**config.mk**
```make
export PLATFORM = sky130hd
export DESIGN_NAME = param_sync_fifo
export DESIGN_NICKNAME = d
export VERILOG_FILES = /design/src/rtl/param_sync_fifo.sv
export SDC_FILE = /design/constraint.sdc
export NUM_CORES = 1
export LEC_CHECK = 0
export CORE_MARGIN = 1.5
export CORE_UTILIZATION = 58
export CTS_CLUSTER_DIAMETER = 80
export DETAILED_ROUTE_END_ITERATION = 12
export GPL_ROUTABILITY_DRIVEN = 0
export PLACE_DENSITY_LB_ADDON = 0.2
export SLEW_MARGIN = 20
export SYNTH_ARGS = -nofsm -noshare
export SYNTH_HDL_FRONTEND = slang
export SYNTH_SLANG_ARGS = --single-unit
```
**constraint.sdc**
```tcl
create_clock -name clk -period 6.55 [get_ports clk]
set_input_delay 0.9825 -clock clk [delete_from_list [all_inputs] [get_ports clk]]
set_output_delay 0.9825 -clock clk [all_outputs]
set_load 0.005 [all_outputs]
```
**src/rtl/param_sync_fifo.sv**
```systemverilog
// Parametrised single-clock FIFO with flush, level flags and
// registered handshake pulses; one-cycle read latency on d_out.
module param_sync_fifo #(
    parameter int DATA_W = 32,
    parameter int ADDR_W = 4,
    parameter int AF_LVL = 14,
    parameter int AE_LVL = 2
) (
    input  logic              clk,
    input  logic              reset,
    input  logic              flush,
    input  logic              wr_en,
    input  logic [DATA_W-1:0] d_in,
    input  logic              rd_en,
    output logic [DATA_W-1:0] d_out,
    output logic [ADDR_W:0]   data_count,
    output logic              full,
    output logic              empty,
    output logic              almost_full,
    output logic              almost_empty,
    output logic              wr_ack,
    output logic              wr_err,
    output logic              rd_ack,
    output logic              rd_err
);

    localparam int DEPTH = 1 << ADDR_W;
    localparam logic [ADDR_W:0] DEPTH_C = DEPTH[ADDR_W:0];
    localparam logic [ADDR_W:0] AF_C    = AF_LVL[ADDR_W:0];
    localparam logic [ADDR_W:0] AE_C    = AE_LVL[ADDR_W:0];

    typedef enum logic [2:0] {
        S_IDLE   = 3'd0,
        S_WR     = 3'd1,
        S_RD     = 3'd2,
        S_WR_ERR = 3'd3,
        S_RD_ERR = 3'd4,
        S_RW     = 3'd5,
        S_FLUSH  = 3'd6
    } state_t;

    logic [DATA_W-1:0] mem_q [DEPTH];

    logic [ADDR_W-1:0] head_q, head_d;
    logic [ADDR_W-1:0] tail_q, tail_d;
    logic [ADDR_W:0]   count_q, count_d;
    logic [DATA_W-1:0] dout_q, dout_d;

    state_t state_q, state_d;
    logic   rderr_q, rderr_d;
    logic   wr_ack_q, wr_err_q, rd_ack_q, rd_err_q;

    logic wr_ok, rd_ok;
    logic wr_go, rd_go;

    // Level flags are decoded from the count register only.
    assign full         = (count_q == DEPTH_C);
    assign empty        = (count_q == '0);
    assign almost_full  = (count_q >= AF_C);
    assign almost_empty = (count_q <= AE_C);

    // A pop frees a slot on the same edge, so a full FIFO
    // still accepts a write when a read is requested.
    assign wr_ok = wr_en & (~full | rd_en);
    assign rd_ok = rd_en & ~empty;

    // Flush swallows any same-cycle request.
    assign wr_go = wr_ok & ~flush;
    assign rd_go = rd_ok & ~flush;

    // Datapath next state: pointers, count and read register.
    always_comb begin
        head_d  = head_q;
        tail_d  = tail_q;
        count_d = count_q;
        dout_d  = '0;
        if (flush) begin
            head_d  = '0;
            tail_d  = '0;
            count_d = '0;
        end else begin
            if (wr_go) begin
                tail_d = tail_q + 1'b1;
            end
            if (rd_go) begin
                head_d = head_q + 1'b1;
                dout_d = mem_q[head_q];
            end
            count_d = count_q
                    + {{ADDR_W{1'b0}}, wr_go}
                    - {{ADDR_W{1'b0}}, rd_go};
        end
    end

    // Controller next state from the requests and current count.
    always_comb begin
        state_d = S_IDLE;
        rderr_d = 1'b0;
        if (flush) begin
            state_d = S_FLUSH;
        end else if (wr_ok && rd_ok) begin
            state_d = S_RW;
        end else if (wr_ok) begin
            state_d = S_WR;
            rderr_d = rd_en;
        end else if (rd_ok) begin
            state_d = S_RD;
        end else if (wr_en) begin
            state_d = S_WR_ERR;
        end else if (rd_en) begin
            state_d = S_RD_ERR;
        end
    end

    // Storage array; contents are don't-care after reset.
    always_ff @(posedge clk) begin
        if (!reset && wr_go) begin
            mem_q[tail_q] <= d_in;
        end
    end

    // Pointer, count and read-data registers.
    always_ff @(posedge clk) begin
        if (reset) begin
            head_q  <= '0;
            tail_q  <= '0;
            count_q <= '0;
            dout_q  <= '0;
        end else begin
            head_q  <= head_d;
            tail_q  <= tail_d;
            count_q <= count_d;
            dout_q  <= dout_d;
        end
    end

    // Controller FSM with registered ack/err pulses.
    always_ff @(posedge clk) begin
        if (reset) begin
            state_q  <= S_IDLE;
            rderr_q  <= 1'b0;
            wr_ack_q <= 1'b0;
            wr_err_q <= 1'b0;
            rd_ack_q <= 1'b0;
            rd_err_q <= 1'b0;
        end else begin
            state_q  <= state_d;
            rderr_q  <= rderr_d;
            wr_ack_q <= (state_d == S_WR) ||
                        (state_d == S_RW);
            rd_ack_q <= (state_d == S_RD) ||
                        (state_d == S_RW);
            wr_err_q <= (state_d == S_WR_ERR);
            rd_err_q <= (state_d == S_RD_ERR) || rderr_d;
        end
    end

    assign d_out      = dout_q;
    assign data_count = count_q;
    assign wr_ack     = wr_ack_q;
    assign wr_err     = wr_err_q;
    assign rd_ack     = rd_ack_q;
    assign rd_err     = rd_err_q;

endmodule

```
# [Word-level counts from Yosys, hierarchy flattened]
# Memories as Yosys holds them, arrays and structs flattened. A register that Yosys moved wholly into a read port is not among the register bits.
# Index checks and enable logic that the tools add are counted.
[word_totals] reg_bits=17 mem_bits_rw=512 input_bits=37 out_inout_bits=45 wordCells=49 n_memories=1
[memory_table] memory="mem_q" words=16 word_bits=32 rd=1 rd_clocked_by_memory_dff=1 wr=1 line_no="42" source="logic [DATA_W-1:0] mem_q [DEPTH];"
[classes] add_sub_neg=4 n_lt_le_gt_ge=2 eq_ne=6 n_mux=11 n_bitwise=9 reduce_logical=9
[op_table] operator="$mux W3" n=6
[op_table] operator="$add A4 B1 Y4 const B" n=2
[op_table] operator="$eq A3 B2 Y1 const B" n=2
[op_table] operator="$eq A3 B3 Y1 const B" n=2
[op_table] operator="$add A5 B1 Y5" n=1
[op_table] operator="$eq A5 B5 Y1 const B" n=1
[op_table] operator="$ge A5 B4 Y1 const B" n=1
[op_table] operator="$le A5 B2 Y1 const B" n=1
[op_table] operator="$logic_not A5 Y1" n=1
[op_table] operator="$mux W1" n=5
[op_table] operator="$sub A5 B1 Y5" n=1
[op_table] operator="$and A1 B1 Y1" n=4
[op_table] operator="$not A1 Y1" n=4
[op_table] operator="$eq A3 B1 Y1 const B" n=1
[op_table] operator="$logic_or A1 B1 Y1" n=3
[op_table] operator="$reduce_or A3 Y1" n=1
[op_table] operator="$logic_and A1 B1 Y1" n=2
[op_table] operator="$reduce_or A2 Y1" n=1
[op_table] operator="$logic_not A1 Y1" n=1
[op_table] operator="$or A1 B1 Y1" n=1

# [Longest topological paths before layout]
# Gate-level depths: netlist of the first run.
[depth] depth_word=9 ltp_mapped=14 depth_no_buf=13

# [Least setup slack after synthesis of the first run]
# No wires, ideal clock.
[synth_timing] path_type="input port to flip-flop" startpoint="input port flush" endpoint="memory mem_q[0][0], enable pin" arrival_time_ns=3.993 t_required_ns=6.089 slack_ns=2.096 cell_stages=5 path_buffers=1 cell_sequence="or2_1 -> clkbuf_1 -> a211oi_2 -> nand2_1 -> nor3_1"
[synth_via] elab_chain_cells=5
[synth_rtl] item="start, declared" line_no="11" source="input logic flush,"
[synth_rtl] item="$not A1 Y1" line_no="68" source="assign wr_go = wr_ok & ~flush;"
[synth_rtl] item="$and A1 B1 Y1" line_no="68"
[synth_rtl] item="$logic_and A1 B1 Y1" line_no="117" source="if (!reset && wr_go) begin"
[synth_rtl] item="$mux W1" line_no="117"
[synth_rtl] item="$mux W1 (not written as such)" line_no="118" source="mem_q[tail_q] <= d_in;"
[synth_rtl] item="end, declared" line_no="42"
# Every way passes these cells.

# [Worst setup path after layout of the first run]
[layout_timing] startpoint="input port flush" endpoint="memory mem_q[14][14], enable pin"
# Same word-level chain as after synthesis.

==> results.sh, run 1 <==
export IMPL_status="finished, violations left"
export IMPL_violations="design-rule violations"
export IMPL_wl_met3_mm=1.87
export IMPL_drv_slew=0
export IMPL_wl_mm=38.7
export IMPL_ys_seq_area_share_pct=77.5
export IMPL_avgSynthCellArea_sq_um=21.5
export IMPL_end_kind="flop"
export IMPL_critical_path_depth=6
export IMPL_yosys_area_top_type="edfxtp_1"
export IMPL_grt_pass1_vias=10100
export IMPL_grt_overflow=0
export IMPL_yosys_area_top_type_share_pct=72.8
export IMPL_synth_ff_type="edfxtp_1"
export IMPL_finalNonFillerCells=1591
export IMPL_async_flop_share_pct=0
export IMPL_setup_viol=0
export IMPL_cts_setup_buffers=0
export IMPL_max_slew_margin_pct=30.4
export IMPL_postSynthCellCount=983
export IMPL_reg2reg_to="mem_q[14][14]"
export IMPL_timing_max_cap_violations=0
export IMPL_highest_layer="met5"
export IMPL_nets=1138
export IMPL_cp_start_kind="input pin"
export IMPL_dr_wl_met2_mm=19.0
export IMPL_min_to="tail_q[1]"
export IMPL_total_leakage_power_nw=7.34
export IMPL_drc=11
export IMPL_cp_top_family="simple AND/OR/NAND/NOR gates"
export IMPL_synth_most_common_cell="edfxtp_1"
export IMPL_arrival_ps=3730
export IMPL_holdPathStages=2
export IMPL_crit_chain="clkdlybuf4s50_1, or2_1, a211oi_2, nand2_1, nor2_4, buf_4"
export IMPL_critPathBufInv=2
export IMPL_powerDensity_mw_per_mm2=291
export IMPL_crit_fanout=17
export IMPL_synth_area_sq_mm=0.0211
export IMPL_rsz0062_at_grt="false"
export IMPL_hold_viol_final=0
export IMPL_crit_required_ps=6790
export IMPL_ir_worst_vdd_mv=0.229
export IMPL_max_freq_mhz=287
export IMPL_syn_nets=1036
export IMPL_clock_sinks=561
export IMPL_tns_ps=0
export IMPL_min_period_ps=3490
export IMPL_clk_latency_ps=590
export IMPL_root_buffer="clkbuf_16"
export IMPL_htreeDepth=2
export IMPL_detailed_place_hpwl_mm=21.1
export IMPL_num_vias=9677
export IMPL_start_util_pct=59.1
export IMPL_cts_tree="built"
export IMPL_fin_crit_sh_pct=53.2
export IMPL_clockBufferDepth=3
export IMPL_die_h_um=194
export IMPL_clock_skew_ps=17.1
export IMPL_worstReg2RegStart="data_count[2]"
export IMPL_grt_usage_pct=21.4
export IMPL_post_drt_via_cell_ratio=6.08
export IMPL_dieArea_sq_mm=0.0376
export IMPL_cts_clk_slew_worst_paths_ps=60
export IMPL_ys_seq_elements=561
export IMPL_synth_top_cells_by_count="edfxtp_1, mux4_2, nand3_1"
export IMPL_min_path_type="reg2reg"
export IMPL_r2r_slack_ps=3430
export IMPL_yosysUniqueCellTypes=39
export IMPL_wl_met1_mm=17.2
export IMPL_drt_iter0_drc=708
export IMPL_io_pin_count=82
export IMPL_core_area_sq_mm=0.0357
export IMPL_placed_cells=1488
export IMPL_cp_slowest_stage_delay_ps=570
export IMPL_drive_gt1_share_pct=22.0
export IMPL_wire_per_inst_um=24.3
export IMPL_grt_pass1_wl_mm=60.5
export IMPL_die_width_um=194
export IMPL_cts_resized=0
export IMPL_grt_antenna_before_repair=1
export IMPL_io_buffers=81
export IMPL_netlist_top_cells_area="edfxtp_1, mux4_2, dfxtp_1, mux2i_1, nand3_1"
export IMPL_ctsHoldBuffers=0
export IMPL_synth_warnings=0
export IMPL_area_delta_synth_final_pct=15.0
export IMPL_setup_worst_path_class="in2reg"
export IMPL_synth_edf_count=512
export IMPL_grt_max_degree=65
export IMPL_dr_pass1_iters=9
export IMPL_r2r_cells=8
export IMPL_hold_path_startpoint="tail_q[1]"
export IMPL_postRouteAntennaNets=0
export IMPL_cts_buffers=53
export IMPL_worst_pin_slew_ps=1040
export IMPL_n_antenna_cell=0
export IMPL_power_total_w=0.00705
export IMPL_rows=69
export IMPL_slowest_stage="nor2_4"
==> worst max-delay path by stage <==
stage,startpoint,endpoint,slack [ps]
floorplan,flush,mem_q[0][0],2100
global placement,flush,mem_q[14][0],2510
detailed placement,flush,mem_q[5][12],2440
CTS,flush,mem_q[5][12],3050
global route,flush,mem_q[14][8],2850
finish,flush,mem_q[14][14],3060
==> cell usage in the layout, fill, tap and decap left out, types with 3 or more instances in the layout <==
cell	count
a21oi_1	4
dfxtp_1	46
xnor2_1	5
clkbuf_16	55
inv_1	13
mux4_2	127
clkbuf_1	25
nand2_1	9
buf_4	18
clkinvlp_4	4
xor2_1	4
edfxtp_1	512
clkbuf_8	8
o211ai_1	33
ha_1	15
nor2_4	13
nor3_2	4
nand3_1	65
nor2_1	12
clkdlybuf4s50_1	81
mux2i_1	35
clkinv_2	6
buf_16	3
==> power by group <==
group / internal, W / total, W / switching, W
registers: 0.00392 / 0.00393 / 0.0000102
logic: 0.0000907 / 0.000198 / 0.000107
clock network: 0.00168 / 0.00293 / 0.00124
total: 0.00569 / 0.00705 / 0.00136
==> cells by family after synthesis <==
kind of cell               share of synthesized area [%]
and+or+nand+nor                                     2.80
buffers and inverters                               1.56
AOI/OAI and AO/OA                                   1.55
DFF                                                 77.5
xor gates and xnor gates                           0.373
muxes                                               15.3
adders and majority gates                          0.984
==> area by class of cell <==
class | count | area [sq um]
Clock buffer | 88 | 1580
Inverter | 13 | 48.8
Timing Repair Buffer | 103 | 1050
Tap cell | 461 | 577
Fill cell | 2270 | 11500
Multi-Input combinational cell | 353 | 4550
Clock inverter | 12 | 98.8
Sequential cell | 561 | 16400
==> metal layers <==
| metal | vias to the layer above | global-route usage, % |
|---|---|---|
| met1 | 5112 | 31.2 |
| met4 | 2 | 6.42 |
| li1 | 4266 | - |
| met3 | 49 | 3.11 |
| met5 | - | 0 |
| met2 | 248 | 34.4 |
==> sequential cells by signal, indices dropped and copies added (netlist names) <==
register and flops:
wr_ack 1, rd_ack 1, wr_err 1, d_out 32, rd_err 1, mem_q 512, tail_q 4, head_q 4
data_count 5
==> stage by stage <==
stage | area, sq um | util [%] | hold WS (ps) | setup WS [ps]
global placement | 22500 | 63.0 | 599 | 2510
finish | 24300 | 67.9 | 603 | 3060
floorplan | 21100 | - | 523 | 2100
global route | 24300 | 67.9 | 657 | 2850
CTS | 24200 | 67.7 | 606 | 3050
detailed placement | 22500 | 63.0 | 597 | 2440
==> tightest hold or removal path, cell delays in order, from the launching register on <==
cell and delay, ps:
dfxtp_1 360, mux2i_1 150, nor2_1 50
Power figures use the tool's default switching activity.
==> run 2: changes to the inputs <==
--- a/config.mk
+++ b/config.mk
@@ -6,7 +6,7 @@
 export NUM_CORES = 1
 export LEC_CHECK = 0
 export CORE_MARGIN = 1.5
-export CORE_UTILIZATION = 58
+export CORE_UTILIZATION = 54
 export CTS_CLUSTER_DIAMETER = 80
 export DETAILED_ROUTE_END_ITERATION = 12
 export GPL_ROUTABILITY_DRIVEN = 0
==> constraint.sdc (replaced) <==
create_clock -name clk -period 3.15 [get_ports clk]
set_input_delay 0.4725 -clock clk [delete_from_list [all_inputs] [get_ports clk]]
set_output_delay 0.4725 -clock clk [all_outputs]
set_load 0.005 [all_outputs]
==> results.sh, run 2 (synthesized netlist as in run 1, its figures left out) <==
export IMPL_clock_skew_ps=31.1
export IMPL_critPathBufInv=4
export IMPL_die_h_um=201
export IMPL_hold_viol_final=0
export IMPL_setup_viol=0
export IMPL_arrival_ps=2450
export IMPL_r2r_cells=13
export IMPL_worst_pin_slew_ps=853
export IMPL_holdPathStages=3
export IMPL_slowest_stage="clkdlybuf4s50_1"
export IMPL_cts_buffers=55
export IMPL_drc=0
export IMPL_largest_reg_flops=512
export IMPL_io_buffers=81
export IMPL_n_antenna_cell=0
export IMPL_cts_tree="built"
export IMPL_htreeDepth=2
export IMPL_crit_chain="inv_1, ha_1, or4b_1, buf_4, inv_1, clkdlybuf4s50_1"
export IMPL_reg2reg_to="data_count[4]"
export IMPL_clock_sinks=561
export IMPL_dr_pass1_iters=5
export IMPL_grt_max_degree=65
export IMPL_max_slew_margin_pct=43.0
export IMPL_largest_register="mem_q"
export IMPL_grt_antenna_before_repair=0
export IMPL_wire_per_inst_um=26.8
export IMPL_final_cell_mix="edfxtp_1, mux4_2, clkdlybuf4s50_1"
export IMPL_min_period_ps=2930
export IMPL_num_vias=10100
export IMPL_fin_crit_sh_pct=92.9
export IMPL_timing_max_cap_violations=0
export IMPL_grt_pass1_wl_mm=67.5
export IMPL_tns_ps=0
export IMPL_drt_iter0_drc=909
export IMPL_status="completed"
export IMPL_post_drt_via_cell_ratio=6.01
export IMPL_design_area_sq_mm=0.0248
export IMPL_nets=1163
export IMPL_ctsHoldBuffers=0
export IMPL_drive_gt1_share_pct=24.0
export IMPL_grt_overflow=0
export IMPL_detailed_place_hpwl_mm=26.7
export IMPL_cp_top_family="buffers and inverters"
export IMPL_start_util_pct=54.6
export IMPL_r2r_slack_ps=470
export IMPL_clockBufferDepth=3
export IMPL_worstReg2RegStart="data_count[2]"
export IMPL_core_area_sq_mm=0.0386
export IMPL_hold_path_startpoint="wr_en"
export IMPL_powerDensity_mw_per_mm2=599
export IMPL_min_to="wr_err"
export IMPL_cp_start_kind="flop"
export IMPL_min_path_type="in2reg"
export IMPL_ir_worst_vdd_mv=0.630
export IMPL_root_buffer="clkbuf_16"
export IMPL_dieArea_sq_mm=0.0403
export IMPL_crit_fanout=8
export IMPL_rsz0062_at_grt="false"
export IMPL_io_pin_count=82
export IMPL_crit_top_cell="inv_1"
export IMPL_wl_mm=44.8
export IMPL_total_leakage_power_nw=7.53
export IMPL_grt_usage_pct=23.0
export IMPL_crit_required_ps=2680
export IMPL_postRouteAntennaNets=0
export IMPL_area_delta_synth_final_pct=17.6
export IMPL_end_kind="output pin"
export IMPL_dpl_cell_area_sq_mm=0.0231
export IMPL_rows=72
export IMPL_max_freq_mhz=342
export IMPL_die_width_um=201
export IMPL_layout_commonest_cell="edfxtp_1"
export IMPL_drv_slew=0
export IMPL_clk_latency_ps=600
export IMPL_setup_worst_path_class="reg2out"
export IMPL_grt_pass1_vias=10200
export IMPL_cts_resized=0
export IMPL_cts_clk_slew_worst_paths_ps=60
export IMPL_cts_setup_buffers=0
export IMPL_cp_slowest_stage_delay_ps=490
## run 2: per-layer routing
metal	up-vias	track usage, %	routed length [um]
met5	-	0	0
met4	0	5.77	844
met3	64	4.56	3520
met2	408	35.3	21200
met1	5265	34.6	19300
li1	4326	-	-
## run 2: worst reg2reg max path, stage by stage, from the launching register on
cell	delay, ps
dfxtp_1	350
inv_1	110
ha_1	170
or4b_1	470
nand2_1	170
xnor2_1	90
nor2_1	100
ha_1	180
inv_1	60
fa_1	420
o21bai_1	150
a21oi_1	90
xnor2_1	140
nor2_1	60
## run 2: power breakdown
part | switching, W | internal (W)
registers | 0.0000142 | 0.00815
logic | 0.000264 | 0.000203
clock network | 0.00267 | 0.00357
total | 0.00295 | 0.0119
## run 2: area by class of cell
cell class | instances | area (sq um)
Clock buffer | 72 | 1490
Clock inverter | 31 | 238
Fill cell | 2557 | 13800
Inverter | 13 | 48.8
Multi-Input combinational cell | 353 | 4580
Sequential cell | 561 | 16400
Tap cell | 518 | 648
Timing Repair Buffer | 126 | 1460
## run 2: how the worst max path moves through the flow
stage | from | end | slack (ps) | cells past startpoint
6_report | data_count[2] | empty | 220 | 6
5_1_grt | data_count[3] | empty | 50 | 6
4_1_cts | data_count[2] | empty | 190 | 6
3_5_place_dp | rd_en | data_count[4] | 330 | 11
3_3_place_gp | rd_en | data_count[4] | 370 | 11
2_1_floorplan | data_count[2] | mem_q[4][0] | -40 | 7
## run 2: metrics by stage
stage	util (%)	hold slack (ps)	std cells	power, W	setup slack [ps]
after floorplan	-	523	983	0.00853	-44.8
after global placement	59.8	573	1571	0.00878	371
after detailed placement	59.8	580	1571	0.00879	333
after CTS	64.2	519	1674	0.0150	188
after global routing	64.2	587	1674	0.0153	51.5
final	64.2	556	1674	0.0149	224
